File: src/rtl/csr_unit.sv
// Machine-mode CSR file: trap/mret state, interrupt pending/enable, and optional
// 64-bit mcycle/minstret counters (enabled by defining CSR_COUNTERS_EN).
module csr_unit #(
  parameter logic [31:0] MHARTID = 32'd0
) (
  input  logic        clk,
  input  logic        reset,
  input  logic [11:0] read_address,
  output logic [31:0] read_data,
  input  logic        csr_write,
  input  logic [11:0] csr_address,
  input  logic [31:0] csr_data,
  input  logic        traped,
  input  logic        mret,
  input  logic        retired,
  input  logic [31:0] ecp,
  input  logic [3:0]  ecause,
  input  logic        interupt,
  input  logic        ext_irq,
  input  logic        timer_irq,
  input  logic        soft_irq,
  output logic        eip,
  output logic        tip,
  output logic        sip,
  output logic [31:0] trap_vector,
  output logic [31:0] mret_vector
);

  localparam logic [11:0] A_MSTATUS   = 12'h300;
  localparam logic [11:0] A_MISA      = 12'h301;
  localparam logic [11:0] A_MIE       = 12'h304;
  localparam logic [11:0] A_MTVEC     = 12'h305;
  localparam logic [11:0] A_MSCRATCH  = 12'h340;
  localparam logic [11:0] A_MEPC      = 12'h341;
  localparam logic [11:0] A_MCAUSE    = 12'h342;
  localparam logic [11:0] A_MIP       = 12'h344;
  localparam logic [11:0] A_MHARTID   = 12'hF14;
  localparam logic [31:0] MISA_VALUE  = 32'h4000_0100;

  logic        mstatus_mie, mstatus_mpie;
  logic        mie_msie, mie_mtie, mie_meie;
  logic        mip_msip, mip_mtip, mip_meip;
  logic [29:0] mtvec_base;
  logic [31:0] mscratch;
  logic [29:0] mepc_word;
  logic        mcause_int;
  logic [3:0]  mcause_code;

  logic [31:0] mstatus_rd, mie_rd, mip_rd, mcause_rd;

  assign mstatus_rd = {19'b0, 2'b11, 3'b0, mstatus_mpie, 3'b0, mstatus_mie, 3'b0};
  assign mie_rd     = {20'b0, mie_meie, 3'b0, mie_mtie, 3'b0, mie_msie, 3'b0};
  assign mip_rd     = {20'b0, mip_meip, 3'b0, mip_mtip, 3'b0, mip_msip, 3'b0};
  assign mcause_rd  = {mcause_int, 27'b0, mcause_code};

  assign eip         = mip_meip & mie_meie & mstatus_mie;
  assign tip         = mip_mtip & mie_mtie & mstatus_mie;
  assign sip         = mip_msip & mie_msie & mstatus_mie;
  assign trap_vector = {mtvec_base, 2'b00};
  assign mret_vector = {mepc_word, 2'b00};

  // NOTE: sequential state uses non-blocking (<=) so every flop samples pre-edge values.
  always_ff @(posedge clk) begin
    if (reset) begin
      mstatus_mie  <= 1'b0;
      mstatus_mpie <= 1'b0;
      mie_msie     <= 1'b0;
      mie_mtie     <= 1'b0;
      mie_meie     <= 1'b0;
      mip_msip     <= 1'b0;
      mip_mtip     <= 1'b0;
      mip_meip     <= 1'b0;
      mtvec_base   <= '0;
      mscratch     <= '0;
      mepc_word    <= '0;
      mcause_int   <= 1'b0;
      mcause_code  <= '0;
    end else begin
      mip_msip <= soft_irq;
      mip_mtip <= timer_irq;
      mip_meip <= ext_irq;

      if (csr_write && csr_address == A_MIE) begin
        mie_msie <= csr_data[3];
        mie_mtie <= csr_data[7];
        mie_meie <= csr_data[11];
      end
      if (csr_write && csr_address == A_MTVEC)    mtvec_base <= csr_data[31:2];
      if (csr_write && csr_address == A_MSCRATCH) mscratch   <= csr_data;

      // Trap beats mret beats software write on the shared mstatus/mepc/mcause fields.
      if (traped) begin
        mepc_word    <= ecp[31:2];
        mcause_int   <= interupt;
        mcause_code  <= ecause;
        mstatus_mpie <= mstatus_mie;
        mstatus_mie  <= 1'b0;
      end else begin
        if (mret) begin
          mstatus_mie  <= mstatus_mpie;
          mstatus_mpie <= 1'b1;
        end else if (csr_write && csr_address == A_MSTATUS) begin
          mstatus_mie  <= csr_data[3];
          mstatus_mpie <= csr_data[7];
        end
        if (csr_write && csr_address == A_MEPC) mepc_word <= csr_data[31:2];
        if (csr_write && csr_address == A_MCAUSE) begin
          mcause_int  <= csr_data[31];
          mcause_code <= csr_data[3:0];
        end
      end
    end
  end

`ifdef CSR_COUNTERS_EN
  logic [31:0] mcycle_lo, mcycle_hi, minstret_lo, minstret_hi;
  logic        cyc_lo_wr, cyc_hi_wr, ins_lo_wr, ins_hi_wr;
  logic        cyc_carry, ins_carry;

  assign cyc_lo_wr = csr_write && csr_address == 12'hB00;
  assign cyc_hi_wr = csr_write && csr_address == 12'hB80;
  assign ins_lo_wr = csr_write && csr_address == 12'hB02;
  assign ins_hi_wr = csr_write && csr_address == 12'hB82;

  // A written low half never carries; the high half still sees carries otherwise.
  assign cyc_carry = !cyc_lo_wr && (mcycle_lo == 32'hFFFF_FFFF);
  assign ins_carry = !ins_lo_wr && retired && (minstret_lo == 32'hFFFF_FFFF);

  always_ff @(posedge clk) begin
    if (reset) begin
      mcycle_lo   <= '0;
      mcycle_hi   <= '0;
      minstret_lo <= '0;
      minstret_hi <= '0;
    end else begin
      mcycle_lo   <= cyc_lo_wr ? csr_data : mcycle_lo + 32'd1;
      mcycle_hi   <= cyc_hi_wr ? csr_data : mcycle_hi + {31'b0, cyc_carry};
      minstret_lo <= ins_lo_wr ? csr_data : minstret_lo + {31'b0, retired};
      minstret_hi <= ins_hi_wr ? csr_data : minstret_hi + {31'b0, ins_carry};
    end
  end
`else
  logic unused_retired;
  assign unused_retired = retired;
`endif

  logic unused_ecp_low;
  assign unused_ecp_low = ^ecp[1:0];

  // NOTE: read_data gets a default before the case so no latch is inferred.
  always_comb begin
    read_data = '0;
    case (read_address)
      A_MSTATUS:  read_data = mstatus_rd;
      A_MISA:     read_data = MISA_VALUE;
      A_MIE:      read_data = mie_rd;
      A_MTVEC:    read_data = trap_vector;
      A_MSCRATCH: read_data = mscratch;
      A_MEPC:     read_data = mret_vector;
      A_MCAUSE:   read_data = mcause_rd;
      A_MIP:      read_data = mip_rd;
      A_MHARTID:  read_data = MHARTID;
`ifdef CSR_COUNTERS_EN
      12'hB00, 12'hC00: read_data = mcycle_lo;
      12'hB80, 12'hC80: read_data = mcycle_hi;
      12'hB02, 12'hC02: read_data = minstret_lo;
      12'hB82, 12'hC82: read_data = minstret_hi;
`endif
      default:    read_data = '0;
    endcase
  end

endmodule

File: config.mk
export PLATFORM = sky130hd
export DESIGN_NAME = csr_unit
export DESIGN_NICKNAME = d
export VERILOG_FILES = /design/src/rtl/csr_unit.sv
export SDC_FILE = /design/constraint.sdc
export NUM_CORES = 1
export LEC_CHECK = 0
export ABC_CLOCK_PERIOD_IN_PS = 2700
export CAP_MARGIN = 40
export CORE_MARGIN = 8
export CORE_UTILIZATION = 30
export CTS_CLUSTER_DIAMETER = 100
export CTS_CLUSTER_SIZE = 10
export DETAILED_ROUTE_END_ITERATION = 16
export PLACE_DENSITY = 0.7
export SKIP_CTS_REPAIR_TIMING = 1
export SYNTH_ARGS = -nofsm -noshare
export SYNTH_HDL_FRONTEND = slang
export SYNTH_SLANG_ARGS = --single-unit
File: constraint.sdc
create_clock -name clk -period 2.7 [get_ports clk]
set_input_delay 0.675 -clock clk [delete_from_list [all_inputs] [get_ports clk]]
set_output_delay 0.675 -clock clk [all_outputs]
set_load 0.05 [all_outputs]
# [Word-level counts from Yosys, hierarchy flattened]
# Cells that the tools add are included.
# Widths: inputs -> output; s select.
[op_classes] n_eq_ne=14 n_mux=12 bitwise=6 n_reduce_logical=11
[ops] operator="$pmux 32 s8" count=1
[ops] operator="$eq 12x10->1 const B" count=14
[ops] operator="$mux 30" count=2
[ops] operator="$mux 4" count=2
[ops] operator="$mux 1" count=7
[ops] operator="$and 1x1->1" count=6
[ops] operator="$logic_and 1x1->1" count=6
[ops] operator="$reduce_bool 2->1" count=3
[ops] operator="$reduce_bool 3->1" count=1
[ops] operator="$reduce_or 2->1" count=1
[totals] reg_bits=105

# [Logic depth before layout (Yosys ltp)]
[logic_depth] depth_word=5 ltp_mapped=6

# [Worst setup path after synthesis]
# No wires, ideal clock.
[synth_path] path_type="input to output" from="input port read_address[6]" to="output port read_data[11]" arrival_time_ns=2.440 slack_ns=-0.415 path_stages=6 n_path_buf=2 cell_sequence="clkbuf_1 nand2b_1 nor2_1 clkbuf_1 a22oi_1 a31oi_1"
[synth_via] elab_chain_cells=2 word_cells_on_any_way=9 classes_between="eq/ne: 8; mux: 1"
[synth_rtl] item="start: declaration" line="8" source="input logic [11:0] read_address,"
[synth_rtl] item="$eq 12x10->1" line="153" source="case (read_address)"
[synth_rtl] item="$pmux 32 s8 *" line="153"
[synth_rtl] item="end: declaration" line="9" source="output logic [31:0] read_data,"
# Mark *: on every way between the ends. The rest lies on a longest branch, timed or not.

# [Worst setup path after layout]
[layout_path] from="input port read_address[7]" to="output port read_data[31]"
# The elaborated chain is that of the path after synthesis.

==> reports/metrics.csv <==
stage;metric;value;unit
place;place_ws;-0.5621;ns
power;p_leak;3.294;nW
clocking;clock_latency;0.35;ns
global_routing;grt_pass1_wl;29460;um
sta;hold_violations;0;
clocking;cts_buffer_depth;2;
critical_path;startpoint_type;primary input;
critical_path;worstPathArrival;2.20;ns
die;dieHeight;143.5;um
critical_path;critPathKind;in2out;
finish;n_antenna_cell;0;
power;switching_share;26.95;%
sta;final-setup-viol-count;27;
drt;wl_per_cell;19.17;um
die;pin_count;201;
sta;layout_min_cycle_time;2.873;ns
sta;grt_setup_unrepaired;yes;
sta;fmax;348.1;MHz
power;switching_power;0.9168;mW
drt;ant_nets;0;
critical_path;rrSetupSlack;1.76;ns
critical_path;cp_max_fo;8;
yosys;synthFlopType;dfxtp_1;
global_routing;grt_pass1_vias;5149;
clocking;root_buffer;clkbuf_16;
drt;drtIter0Drc;232;
drt;wl;19480;um
yosys;syn_inst;585;
power;cellPowerDensity;392.9;nW/um^2
power;seq_power_share;47.6;%
clocking;cts_tree;done;
yosys;async_reset_ff_share;0;%
worst_hold_path;worstHoldPathType;reg2reg;
yosys;synth.distinct_cells;43;
drt;drc;0;
critical_path;crit_path_end_kind;primary output;
die;core_area;15890;um^2
clocking;clkSlewWorstSetupHoldPaths;0.07;ns
place;portBuffers;193;
worst_hold_path;min_to;mtvec_base[9]$_SDFFE_PP0P_;
finish;fin_nets;898;
flow_run;maxCapViolCount;0;
drt;via_per_inst;5.101;
die;die_width;143.5;um
finish;drive_gt1_share;20.13;%
sta;timing.slew.headroom;61.01;%
yosys;synth_seq_cells;105;
sta;worst_pin_slew;0.5849;ns
sta;clock_skew;0.0003443;ns
drt;dr.pass1.iters;5;
power;clkPwrFrac;35.9;%
sta;setup-tns-final;-3.863;ns
sta;drv_slew;0;
place;hpwl;14090;um
sta;fin_ws;-0.1729;ns
finish;syn2layout_area_growth;77.66;%
yosys;netlist_area;4873;um^2
global_routing;grt_max_degree;53;
yosys;ys_seq_area_share;43.13;%
yosys;synth_area_per_cell;8.331;um^2
run_status;violations;negative setup slack;
critical_path;reg2regPathDepth;3;
run_status;status;finished with violations;
global_routing;antenna_found_initial;0;
die;start_util;30.68;%
worst_hold_path;holdPathStages;2;
global_routing;grt_overflow;0;
worst_hold_path;hold_start;mtvec_base[9]$_SDFFE_PP0P_;
drt;num_vias;5183;
power;comb_power_share;16.5;%
power;p_int;2.486;mW
place;routabilityCongestion;0.8535;
critical_path;crit_required;2.03;ns
yosys;yosysWarnings;0;
clocking;htree_levels;3;
critical_path;rr_startpoint;mstatus_mie$_SDFFE_PP0P_;
yosys;synth-edff-count;0;
critical_path;r2r-end;mstatus_mpie$_SDFFE_PP0P_;
clocking;clock_sinks;105;
global_routing;track_usage;18.47;%
finish;fill_cells;1447;
die;rows;46;
power;ir_drop;0.3658;mV
clocking;cts-buffers-inserted;9;
die;die-area;20580;um^2
sta;min_period_over_period;106.4;%
-- flip-flops by register name (all words and copies together) (netlist names) --
register      count
mepc_word        30
mstatus_mie       1
mie_msie          1
mcause_code       4
mip_msip          1
mie_meie          1
mtvec_base       30
mip_meip          1
mip_mtip          1
mcause_int        1
mie_mtie          1
mscratch         32
mstatus_mpie      1
-- synthesized netlist by cell type, drive strengths merged, types with 2 or more instances --
| master | instances | share of area [%] |
|---|---|---|
| nand2 | 125 | 9.6 |
| dfxtp | 105 | 43 |
| nand4 | 8 | 1.0 |
| clkbuf | 28 | 2.2 |
| a31oi | 4 | 0.51 |
| a211oi | 2 | 0.31 |
| a311oi | 30 | 5.4 |
| mux2 | 2 | 0.46 |
| nand2b | 2 | 0.26 |
| o2bb2ai | 27 | 4.9 |
| inv | 6 | 0.46 |
| a22oi | 24 | 3.7 |
| mux2i | 39 | 8.0 |
| o21ai | 5 | 0.51 |
| nor2 | 75 | 5.8 |
| nand3 | 4 | 0.41 |
| buf | 23 | 2.9 |
| a21oi | 30 | 3.1 |
| a22o | 6 | 1.1 |
| a32oi | 2 | 0.36 |
| and4 | 2 | 0.36 |
| a32o | 2 | 0.41 |
| nor2b | 8 | 1.0 |
| nor4 | 3 | 0.39 |
| and3 | 4 | 0.51 |
| a21o | 5 | 0.77 |
| a21boi | 2 | 0.31 |
-- how the worst max path moves through the flow --
stage / from / end / slack (ns) / cells after the start
after floorplan: read_address[6] / read_data[4] / -0.12 / 6
after global placement: read_address[5] / read_data[5] / -0.56 / 9
after detailed placement: read_address[5] / read_data[4] / -0.56 / 9
after CTS: read_address[5] / read_data[4] / -0.59 / 9
after global routing: read_address[7] / read_data[31] / -0.26 / 10
final: read_address[7] / read_data[31] / -0.17 / 10
-- kinds of logic (layout without fill, tap and decap cells) --
group | count (synthesis) | in the layout | synth area share, %
other cells | 1 | 4 | 0.07695
flops | 105 | 105 | 43.13
simple gates | 237 | 237 | 20.59
mux | 41 | 41 | 8.472
compound gates | 144 | 144 | 22.21
buf+inv | 57 | 269 | 5.520
-- layer usage --
layer / GRT usage, % / vias to the layer above / routed length [um]
li1: - / 2507 / -
met1: 22.04 / 2462 / 7852
met2: 31.24 / 196 / 9603
met3: 6.636 / 18 / 1741
met4: 3.818 / 0 / 282
met5: 0 / - / 0
-- power groups by stage --
| stage | Clock (mW) | Sequential [mW] | Combinational, mW |
|---|---|---|---|
| 2_1_floorplan | 0 | 1.76 | 0.150 |
| 3_3_place_gp | 0 | 1.65 | 0.547 |
| 3_5_place_dp | 0 | 1.65 | 0.552 |
| 4_1_cts | 1.25 | 1.62 | 0.554 |
| 5_1_grt | 1.31 | 1.63 | 0.591 |
| 6_report | 1.22 | 1.62 | 0.560 |
-- placed cells by master, fill, tap and decap left out, drive strengths merged, types with 16 or more instances in the layout --
| cell type | synthesis | routed |
|---|---|---|
| o2bb2ai | 27 | 27 |
| clkbuf | 28 | 16 |
| nand2 | 125 | 125 |
| mux2i | 39 | 39 |
| a22oi | 24 | 24 |
| a21oi | 30 | 30 |
| nor2 | 75 | 75 |
| buf | 23 | 88 |
| clkdlybuf4s50 | 0 | 148 |
| a311oi | 30 | 30 |
| dfxtp | 105 | 105 |
-- critical path: stages --
cell and delay, ns:
buf_6 0.10, nor4_4 0.24, buf_4 0.15, nand4_1 0.15, buf_6 0.18, nor2_4 0.12
buf_6 0.12, buf_12 0.16, o2bb2ai_4 0.14, buf_12 0.15
-- layout make-up --
class,instances,area [um^2],share of cell area [%]
clock inverter,3,17.52,0.2023
inverter,6,22.52,0.2601
multi-input combinational,426,3183,36.76
tap,216,270.3,3.121
sequential,105,2102,24.28
clock buffer,12,246.5,2.847
timing repair buffer,248,2816,32.53
-- metrics by stage --
stage,utilization [%],cells,power [mW],hold WS [ns],area [um^2]
global placement,51.44,998,2.201,0.4587,8172
floorplan,-,588,1.906,0.4582,5413
global route,54.51,1016,3.523,0.4905,8658
detailed placement,51.44,998,2.206,0.4661,8172
CTS,53.10,1013,3.420,0.4759,8436
finish,54.51,1016,3.402,0.4734,8658
Note: power is estimated with default switching activity, not from simulation.
